--- config.mk ---
export PLATFORM = sky130hd
export DESIGN_NAME = multimode_seq_unit_flat
export DESIGN_NICKNAME = d
export VERILOG_FILES = /design/src/rtl/seq_unit_pkg.sv /design/src/rtl/multimode_seq_unit_if.sv /design/src/rtl/seq_pattern_match.sv /design/src/rtl/multimode_seq_unit.sv /design/src/flat_wrapper.sv
export SDC_FILE = /design/constraint.sdc
export NUM_CORES = 1
export LEC_CHECK = 0
export BUFFER_PORTS_ARGS = -buffer_cell sky130_fd_sc_hd__buf_2
export CORE_MARGIN = 3
export CORE_UTILIZATION = 45
export CTS_CLUSTER_DIAMETER = 30
export DETAILED_ROUTE_END_ITERATION = 8
export PLACE_DENSITY = 0.71
export SKIP_CTS_REPAIR_TIMING = 1
export SLEW_MARGIN = 0
export SYNTH_ARGS = -nofsm -noshare
export SYNTH_HDL_FRONTEND = slang
export SYNTH_SLANG_ARGS = --single-unit
--- constraint.sdc ---
create_clock -name clk -period 1.9 [get_ports clk]
set_input_delay 0 -clock clk [delete_from_list [all_inputs] [get_ports clk]]
set_output_delay 0 -clock clk [all_outputs]
set_load 0.03 [all_outputs]
--- src/rtl/seq_unit_pkg.sv ---
// Shared mode encodings and default LFSR constants for the multimode sequence unit.
package seq_unit_pkg;

  typedef enum logic [1:0] {
    MODE_SHIFT  = 2'b00,
    MODE_COUNT  = 2'b01,
    MODE_LFSR   = 2'b10,
    MODE_DETECT = 2'b11
  } mode_e;

  localparam int unsigned MODE_W  = 2;
  localparam int unsigned COUNT_W = 8;

  localparam logic [7:0] DEFAULT_TAPS = 8'hB8;
  localparam logic [7:0] DEFAULT_SEED = 8'h01;

endpackage : seq_unit_pkg

--- src/rtl/multimode_seq_unit_if.sv ---
// Control/data bundle between a driver and the multimode sequence unit.
interface multimode_seq_unit_if #(
  parameter int unsigned WIDTH = 8
);
  import seq_unit_pkg::*;

  logic [MODE_W-1:0]  mode;
  logic               enable;
  logic               serial_in;
  logic               load;
  logic [WIDTH-1:0]   load_data;
  logic [WIDTH-1:0]   data_out;
  logic               match;
  logic [COUNT_W-1:0] match_count;

  modport master (
    output mode, enable, serial_in, load, load_data,
    input  data_out, match, match_count
  );

  modport slave (
    input  mode, enable, serial_in, load, load_data,
    output data_out, match, match_count
  );

endinterface : multimode_seq_unit_if

--- src/rtl/seq_pattern_match.sv ---
// Detector datapath: serial history, saturating fill count and pattern compare.
module seq_pattern_match #(
  parameter int unsigned WIDTH = 8
) (
  input  logic             clk,
  input  logic             reset,
  input  logic             clear,
  input  logic             load,
  input  logic             step,
  input  logic             serial_in,
  input  logic [WIDTH-1:0] load_data,
  output logic [WIDTH-1:0] history,
  output logic             hit_c
);

  localparam int unsigned         FILL_W    = $clog2(WIDTH + 1);
  localparam logic [FILL_W-1:0]   FILL_FULL = FILL_W'(WIDTH);

  logic [WIDTH-1:0]  pattern_q, pattern_d;
  logic [WIDTH-1:0]  hist_q, hist_d;
  logic [FILL_W-1:0] fill_q, fill_d;

  always_ff @(posedge clk or posedge reset) begin
    if (reset) begin
      pattern_q <= '0;
      hist_q    <= '0;
      fill_q    <= '0;
    end else begin
      pattern_q <= pattern_d;
      hist_q    <= hist_d;
      fill_q    <= fill_d;
    end
  end

  // clear (mode change) wins over load, load wins over a step
  always_comb begin
    pattern_d = pattern_q;
    hist_d    = hist_q;
    fill_d    = fill_q;
    hit_c     = 1'b0;
    if (clear) begin
      hist_d = '0;
      fill_d = '0;
    end else if (load) begin
      pattern_d = load_data;
      hist_d    = '0;
      fill_d    = '0;
    end else if (step) begin
      hist_d = {hist_q[WIDTH-2:0], serial_in};
      fill_d = (fill_q == FILL_FULL) ? fill_q : fill_q + FILL_W'(1);
      hit_c  = (fill_d == FILL_FULL) && (hist_d == pattern_q);
    end
  end

  assign history = hist_q;

endmodule : seq_pattern_match

--- src/rtl/multimode_seq_unit.sv ---
// Multimode sequencer: shift register, counter, Galois LFSR or serial pattern detector
// with a registered match pulse and a saturating match counter.
module multimode_seq_unit
  import seq_unit_pkg::*;
#(
  parameter int unsigned      WIDTH     = 8,
  parameter logic [WIDTH-1:0] LFSR_TAPS = WIDTH'(DEFAULT_TAPS),
  parameter logic [WIDTH-1:0] LFSR_SEED = WIDTH'(DEFAULT_SEED)
) (
  input logic                 clk,
  input logic                 reset,
  multimode_seq_unit_if.slave bus
);

  mode_e              mode_q, mode_d, mode_in;
  logic [WIDTH-1:0]   core_q, core_d;
  logic               match_q, match_d;
  logic [COUNT_W-1:0] count_q, count_d;
  logic [WIDTH-1:0]   lfsr_next;
  logic [WIDTH-1:0]   pm_history;
  logic               mode_chg, pm_load, pm_step, pm_hit;

  assign mode_in   = mode_e'(bus.mode);
  assign mode_chg  = (mode_in != mode_q);
  assign lfsr_next = (core_q >> 1) ^ (core_q[0] ? LFSR_TAPS : '0);

  // Detector strobes decoded outside the main comb block to keep the hit path acyclic
  assign pm_load = !mode_chg && bus.load && (mode_q == MODE_DETECT);
  assign pm_step = !mode_chg && !bus.load && bus.enable && (mode_q == MODE_DETECT);

  seq_pattern_match #(
    .WIDTH (WIDTH)
  ) u_match (
    .clk       (clk),
    .reset     (reset),
    .clear     (mode_chg),
    .load      (pm_load),
    .step      (pm_step),
    .serial_in (bus.serial_in),
    .load_data (bus.load_data),
    .history   (pm_history),
    .hit_c     (pm_hit)
  );

  always_ff @(posedge clk or posedge reset) begin
    if (reset) begin
      mode_q  <= MODE_SHIFT;
      core_q  <= '0;
      match_q <= 1'b0;
      count_q <= '0;
    end else begin
      mode_q  <= mode_d;
      core_q  <= core_d;
      match_q <= match_d;
      count_q <= count_d;
    end
  end

  // Priority: mode change, then load, then enabled step
  always_comb begin
    mode_d  = mode_in;
    core_d  = core_q;
    match_d = 1'b0;
    count_d = count_q;
    if (mode_chg) begin
      core_d  = (mode_in == MODE_LFSR) ? LFSR_SEED : '0;
      count_d = '0;
    end else if (bus.load) begin
      unique case (mode_q)
        MODE_SHIFT, MODE_COUNT: core_d = bus.load_data;
        MODE_LFSR:              core_d = (bus.load_data == '0) ? LFSR_SEED : bus.load_data;
        MODE_DETECT:            core_d = core_q;
      endcase
    end else if (bus.enable) begin
      unique case (mode_q)
        MODE_SHIFT: core_d = {core_q[WIDTH-2:0], bus.serial_in};
        MODE_COUNT: begin
          core_d  = core_q + WIDTH'(1);
          match_d = &core_q;
        end
        MODE_LFSR: begin
          core_d  = lfsr_next;
          match_d = (lfsr_next == LFSR_SEED);
        end
        MODE_DETECT: match_d = pm_hit;
      endcase
    end
    if (match_d && (count_q != '1)) begin
      count_d = count_q + COUNT_W'(1);
    end
  end

  // In detector mode the visible core is the history register
  assign bus.data_out    = (mode_q == MODE_DETECT) ? pm_history : core_q;
  assign bus.match       = match_q;
  assign bus.match_count = count_q;

endmodule : multimode_seq_unit
--- src/flat_wrapper.sv ---
// flat-port wrapper written by rule: the top's interface ports become plain ports
module multimode_seq_unit_flat import seq_unit_pkg::*;
#(
  parameter int unsigned      WIDTH     = 8,
  parameter logic [WIDTH-1:0] LFSR_TAPS = WIDTH'(DEFAULT_TAPS),
  parameter logic [WIDTH-1:0] LFSR_SEED = WIDTH'(DEFAULT_SEED)
)
  (clk, reset, bus_mode, bus_enable, bus_serial_in, bus_load, bus_load_data, bus_data_out, bus_match, bus_match_count);
  multimode_seq_unit_if #(.WIDTH(WIDTH)) bus_i ();
  input logic clk;
  input logic reset;
  input wire logic [$bits(bus_i.mode)-1:0] bus_mode;
  input wire logic [$bits(bus_i.enable)-1:0] bus_enable;
  input wire logic [$bits(bus_i.serial_in)-1:0] bus_serial_in;
  input wire logic [$bits(bus_i.load)-1:0] bus_load;
  input wire logic [$bits(bus_i.load_data)-1:0] bus_load_data;
  output wire logic [$bits(bus_i.data_out)-1:0] bus_data_out;
  output wire logic [$bits(bus_i.match)-1:0] bus_match;
  output wire logic [$bits(bus_i.match_count)-1:0] bus_match_count;
  assign bus_i.mode = bus_mode;
  assign bus_i.enable = bus_enable;
  assign bus_i.serial_in = bus_serial_in;
  assign bus_i.load = bus_load;
  assign bus_i.load_data = bus_load_data;
  assign bus_data_out = bus_i.data_out;
  assign bus_match = bus_i.match;
  assign bus_match_count = bus_i.match_count;
  multimode_seq_unit #(.WIDTH(WIDTH), .LFSR_TAPS(LFSR_TAPS), .LFSR_SEED(LFSR_SEED)) u_core (.clk(clk), .reset(reset), .bus(bus_i));
endmodule
==> results of run 1 <==
==> logic make-up after synthesis <==
| kind of cell | Yosys count | share of synthesized area [%] |
|---|---|---|
| DFF | 39 | 38.4 |
| AOI/OAI and AO/OA | 68 | 18.8 |
| muxes | 15 | 6.65 |
| and+or+nand+nor | 91 | 19.3 |
| xor gates and xnor gates | 23 | 7.93 |
| buffers and inverters | 25 | 4.93 |
| adders and majority gates | 8 | 3.94 |
==> where the power goes <==
part	internal, µW	switching, µW	leakage (µW)
Sequential	901	63.5	0.000521
Clock	425	299	0.0000612
Combinational	292	316	0.00108
Total	1620	678	0.00166
==> flip-flops by register name, summed over array words and instances (netlist names) <==
register,cells
u_core.mode_q,2
u_core.bus.match,1
u_core.u_match.pattern_q,8
u_core.bus.match_count,8
u_core.u_match.history,8
u_core.core_q,8
u_core.u_match.fill_q,4
==> placed cells by master (no fill, tap or decap), types with 2 or more instances in the layout <==
cell type | netlist | final
dfrtp_1 | 39 | 38
buf_6 | 3 | 3
nand2_1 | 24 | 22
nand2b_1 | 7 | 7
buf_4 | 1 | 45
inv_1 | 8 | 4
nor3_4 | 0 | 2
a21oi_2 | 3 | 5
nand3_2 | 0 | 3
nor4b_4 | 1 | 3
and3_1 | 2 | 2
dlygate4sd3_1 | 0 | 9
a22o_1 | 13 | 13
nor3_1 | 8 | 6
o31a_1 | 2 | 2
xor2_2 | 0 | 2
ha_1 | 8 | 3
o211ai_1 | 3 | 3
nor4_1 | 4 | 4
mux2_2 | 15 | 15
o21ai_0 | 12 | 10
a221oi_1 | 5 | 4
inv_2 | 0 | 4
buf_12 | 0 | 2
a21o_1 | 6 | 6
nor2_1 | 17 | 16
buf_2 | 4 | 32
clkbuf_8 | 0 | 6
o21ai_1 | 3 | 5
o31ai_1 | 4 | 3
xnor2_1 | 7 | 7
nand3_1 | 13 | 10
a21oi_1 | 11 | 9
ha_4 | 0 | 2
ha_2 | 0 | 3
xor2_1 | 16 | 14
nand2_2 | 0 | 2
==> cell type report <==
cell class                      count  area [µm²]
Sequential cell                    39         977
Multi-Input combinational cell    205        1600
Clock inverter                      2        35.0
Inverter                            8        30.0
Fill cell                         406        1790
Clock buffer                        6        82.6
Timing Repair Buffer               91         662
Tap cell                           70        87.6
==> synthesized netlist by cell type, types with 2 or more instances <==
master    count  area [µm²]
a22o_1       13         114
inv_1         8        30.0
buf_6         3        33.8
a21o_1        6        45.0
nor3_1        8        40.0
mux2_2       15         169
or2_2         2        12.5
o211ai_1      3        22.5
o21ai_0      12        60.1
nand3_1      13        65.1
clkbuf_1      9        33.8
o31a_1        2        17.5
a21oi_2       3        26.3
xnor2_1       7        61.3
a21oi_1      11        55.1
xor2_1       16         140
nor2b_1       2        12.5
buf_2         4        20.0
dfrtp_1      39         976
a221oi_1      5        43.8
nor4_1        4        25.0
o21ai_1       3        15.0
nand2_1      24        90.1
ha_1          8         100
nor2_1       17        63.8
nand2b_1      7        43.8
o31ai_1       4        30.0
and3_1        2        12.5
==> layer usage <==
metal  routed length, µm  track usage (%)  vias up
li1                    -                -     1128
met1                3070             29.9     1116
met2                3180             32.6       90
met3                 401             4.21       14
met4                 155             8.61        0
met5                   0                0        -
==> through the flow <==
step	power [µW]	setup TNS, ps	utilization [%]	area (µm²)
floorplan	1320	-154	-	2560
global placement	1490	-1610	58.2	3070
detailed placement	1500	-3330	58.2	3070
CTS	2220	-3820	60.4	3190
global route	2410	-2510	66.0	3480
finish	2300	-1650	66.0	3480
==> final timing paths <==
kind / endpoint / start / cells after the start / slack [ps]
min in group asynchronous: u_core.bus.match_count[6] / reset / 3 / 170
min reg2reg: u_core.u_match.history[7] / u_core.u_match.history[7] / 1 / 520
max reg2reg: u_core.bus.match_count[4] / u_core.u_match.fill_q[0] / 7 / -250
min: u_core.u_match.history[0] / bus_serial_in / 2 / -0.09
max: u_core.bus.match_count[4] / u_core.u_match.fill_q[0] / 7 / -250
max in group asynchronous: u_core.bus.match_count[0] / reset / 4 / 1200
==> impl_metrics.json, run 1 <==
{
  "ys_ff_latch": 39,
  "clock_latency_ps": 300,
  "end_kind": "flip-flop",
  "die_h_um": 81.1,
  "grt_pass1_vias": 2267,
  "slowest_delay_ps": 440,
  "path_cells": "ha_2 > nor2b_4 > a2111oi_4 > nand4bb_1 > o31a_1 > and2_4 > a21o_1",
  "dieArea_um2": 6580,
  "cts_buffer_depth": 2,
  "io_buffers": 31,
  "synth_fp_nets": 292,
  "slew-limit-headroom_pct": 71.6,
  "route.vias.total": 2348,
  "crit_fanout": 5,
  "gr-total-overflow": 0,
  "async_reset_ff_share_pct": 100,
  "cts_tree": "done",
  "synth-edff-count": 0,
  "core_um2": 5270,
  "num_rows": 26,
  "synth_area_um2": 2540,
  "clk_pin_slew_ps": 80,
  "io_pins": 32,
  "layout_setup_ws_ps": -254,
  "cp_num_buf_inv": 0,
  "root_buffer": "clkbuf_8",
  "layout.nets": 373,
  "fin_crit_sh_pct": 113,
  "cellPowerDensity_nw_per_um2": 660,
  "period_minus_slack_ps": 2150,
  "routedWlPerCell_um": 16.2,
  "leakage_uw": 0.00166,
  "required_ps": 2090,
  "die_w_um": 81.1,
  "outcome": "complete, but fails checks",
  "tightest_slew_ps": 424,
  "ctsHtreeMaxLevel": 2,
  "crit_type": "flip-flop to flip-flop",
  "setup_viol": 8,
  "grt_pass1_wl_mm": 10.9,
  "first_iter_violations": 176,
  "avgSynthCellArea_um2": 9.44,
  "min_path_type": "input port to flip-flop",
  "layoutNonFillerInstCount": 421,
  "ys_seq_area_share_pct": 38.4,
  "cts_buffers": 5,
  "fin_hold_ws_ps": -0.0941,
  "peakVddDrop_v": 0.000410,
  "start_util_pct": 48.2,
  "viasPerCell": 5.58,
  "clock_sinks": 39,
  "syn_to_final_growth_pct": 36.9,
  "dpl_worst_slack_ps": -297,
  "hold_viol": 1,
  "crit_slowest_cell": "dfrtp_1",
  "path_delay_family": "compound AO/OA/AOI/OAI gates",
  "grt_max_degree": 18,
  "fmax_ghz": 0.464,
  "drcViolationCount": 0,
  "slew_viol_final": 0,
  "grt_use_total_pct": 21.4,
  "drtAntennaViolNets": 0,
  "wl_mm": 6.81,
  "place_inst": 400,
  "cp-start-kind": "flip-flop",
  "routabilityCongestion": 0.881,
  "dpl.hpwl_mm": 4.88,
  "arrival_ps": 2340,
  "syn_inst": 269,
  "yosysWarnings": 0,
  "max_cap_viol_count": 0,
  "first_pass_iters": 6,
  "grt_antenna_before_repair": 0,
  "rsz0062_at_grt": "true",
  "ys_types": 47,
  "drive_above_1_share_pct": 40.2,
  "synth_ff_type": "dfrtp_1",
  "violations": "hold timing, setup timing",
  "n_antenna_cell": 0,
  "clock_skew_ps": 9.01
}
Note: power is estimated with default switching activity, not from simulation.
==> run 2, diff against run 1 <==
==> constraint.sdc (replaced) <==
create_clock -name clk -period 1.9 [get_ports clk]
set_input_delay 0.19 -clock clk [delete_from_list [all_inputs] [get_ports clk]]
set_output_delay 0.19 -clock clk [all_outputs]
set_load 0.03 [all_outputs]
==> run 2 against run 1 <==
The flow still finishes with violations (hold timing, setup timing). Sequential cell count unchanged. Total power down 7.9%. Non-clock buffer count down 10. Combinational power down 2%. Worst hold slack worse by 11 ps. Clock power down 23%. Design area down 3.3%. Clock-buffer cell count down 1. Highest routed layer unchanged.
==> impl_metrics.json, run 2 (same netlist as run 1, synthesis figures left out) <==
{
  "dieArea_um2": 6580,
  "cts_buffers": 5,
  "slew_viol_final": 0,
  "rsz0062_at_grt": "true",
  "clock_latency_ps": 300,
  "min_path_type": "input port to asynchronous set/reset pin",
  "period_minus_slack_ps": 2130,
  "layout.nets": 363,
  "postPlaceCellArea_um2": 3060,
  "io_pins": 32,
  "switching_share_pct": 32.2,
  "cts_buffer_depth": 2,
  "fin_hold_ws_ps": -11.0,
  "viasPerCell": 5.69,
  "pwr-share-seq_pct": 45.6,
  "fin_crit_sh_pct": 112,
  "fill_cells": 464,
  "core_um2": 5270,
  "clock_sinks": 39,
  "hold_viol": 17,
  "start_util_pct": 48.2,
  "n_antenna_cell": 0,
  "gr-total-overflow": 0,
  "wl_mm": 6.87,
  "use_met1_pct": 29.0,
  "setup_viol": 8,
  "die_w_um": 81.1,
  "routedWlPerCell_um": 16.7,
  "routabilityCongestion": 0.879,
  "fin_area_um2": 3360,
  "tns_ps": -1470,
  "clockPowerShare_pct": 26.3,
  "crit_type": "flip-flop to flip-flop",
  "drtAntennaViolNets": 0,
  "grt_max_degree": 40,
  "peakVddDrop_v": 0.000356,
  "met3_usage_pct": 3.99,
  "p_total_uw": 2110,
  "violations": "hold timing, setup timing",
  "p_int_uw": 1430,
  "arrival_ps": 2320,
  "first_pass_iters": 4,
  "required_ps": 2090,
  "mostFrequentLayoutCell": "buf_4",
  "first_iter_violations": 155,
  "grt_pass1_wl_mm": 10.6,
  "grt_pass1_vias": 2156,
  "layout_common_cells": "buf_4 (42), dfrtp_1 (38), buf_2 (31)",
  "drive_above_1_share_pct": 41.1,
  "switchingPower_uw": 681,
  "grt.met2_usage_pct": 33.2,
  "ctsHtreeMaxLevel": 2,
  "slew-limit-headroom_pct": 67.8,
  "syn_to_final_growth_pct": 32.4,
  "clk_pin_slew_ps": 80,
  "route.vias.total": 2338,
  "layout_setup_ws_ps": -229,
  "grt_use_total_pct": 20.8,
  "root_buffer": "clkbuf_8",
  "num_rows": 26,
  "crit_fanout": 5,
  "cts_tree": "done",
  "cellPowerDensity_nw_per_um2": 629,
  "outcome": "complete, but fails checks",
  "io_buffers": 31,
  "tightest_slew_ps": 481,
  "cp-start-kind": "flip-flop",
  "max_cap_viol_count": 0,
  "drcViolationCount": 0,
  "end_kind": "flip-flop",
  "grt_antenna_before_repair": 0,
  "clock_skew_ps": 6.53,
  "die_h_um": 81.1,
  "leakage_uw": 0.00160,
  "grt_busiest_layer": "met2",
  "comb_power_share_pct": 28.0,
  "dpl.hpwl_mm": 4.79,
  "fmax_ghz": 0.470
}
==> run 2: cell types whose count changed in the layout (fill, tap and decap cells not counted), moves of 2 or more <==
cell | previous run | this run
clkinv_2 | 1 | 3
o21ai_2 | 0 | 2
nor3_4 | 2 | 0
nor3_2 | 0 | 2
buf_4 | 45 | 42
ha_4 | 2 | 4
dlygate4sd3_1 | 9 | 0
buf_6 | 3 | 6
==> run 2: final timing paths <==
path	endpoint	cells past startpoint	slack (ps)	start
setup / recovery	u_core.bus.match_count[2]	7	-230	u_core.u_match.fill_q[0]
hold / removal	u_core.bus.match_count[7]	3	-10	reset
setup reg to reg	u_core.bus.match_count[2]	7	-230	u_core.u_match.fill_q[0]
hold reg to reg	u_core.u_match.history[7]	1	510	u_core.u_match.history[7]
max in group asynchronous	u_core.bus.match_count[0]	3	1530	reset
min in group clk	u_core.mode_q[1]	1	50	bus_mode[1]
==> run 2: power by group through the flow <==
stage / Combinational [µW] / Clock (µW) / Sequential [µW]
CTS: 524 / 574 / 961
global placement: 516 / 0 / 973
finish: 593 / 557 / 964
floorplan: 361 / 0 / 956
global route: 638 / 605 / 971
detailed placement: 521 / 0 / 978
==> run 2: metrics by stage <==
stage | worst slack, ps | cells | util, %
final | -229 | 411 | 63.8
after global routing | -298 | 411 | 63.8
after CTS | -190 | 407 | 59.7
after detailed placement | -185 | 399 | 58.1
after global placement | -107 | 399 | 58.1
after floorplan | -44.9 | 269 | -
==> run 2: area by class of cell <==
cell class	count	area, µm²	share of cell area, %
clock inverter	3	15.0	0.447
multi-input combinational	205	1620	48.1
sequential	39	977	29.1
inverter	8	30.0	0.893
timing repair buffer	81	566	16.8
clock buffer	5	68.8	2.05
tap	70	87.6	2.61
==> run 2: critical path: stages (launching register included) <==
cell and delay (ps):
dfrtp_1 430, ha_2 200, nor2b_4 140, a2111oi_4 370, nand4bb_1 190, o31a_1 370, and2_4 170, a21o_1 160
==> run 2: metal layers <==
metal	wire length, µm	part of all wire, %	vias up
met3	398	5.8	11
met5	0	0	-
met2	3300	48	80
met1	3090	45	1139
met4	85	1.2	0
li1	-	-	1108
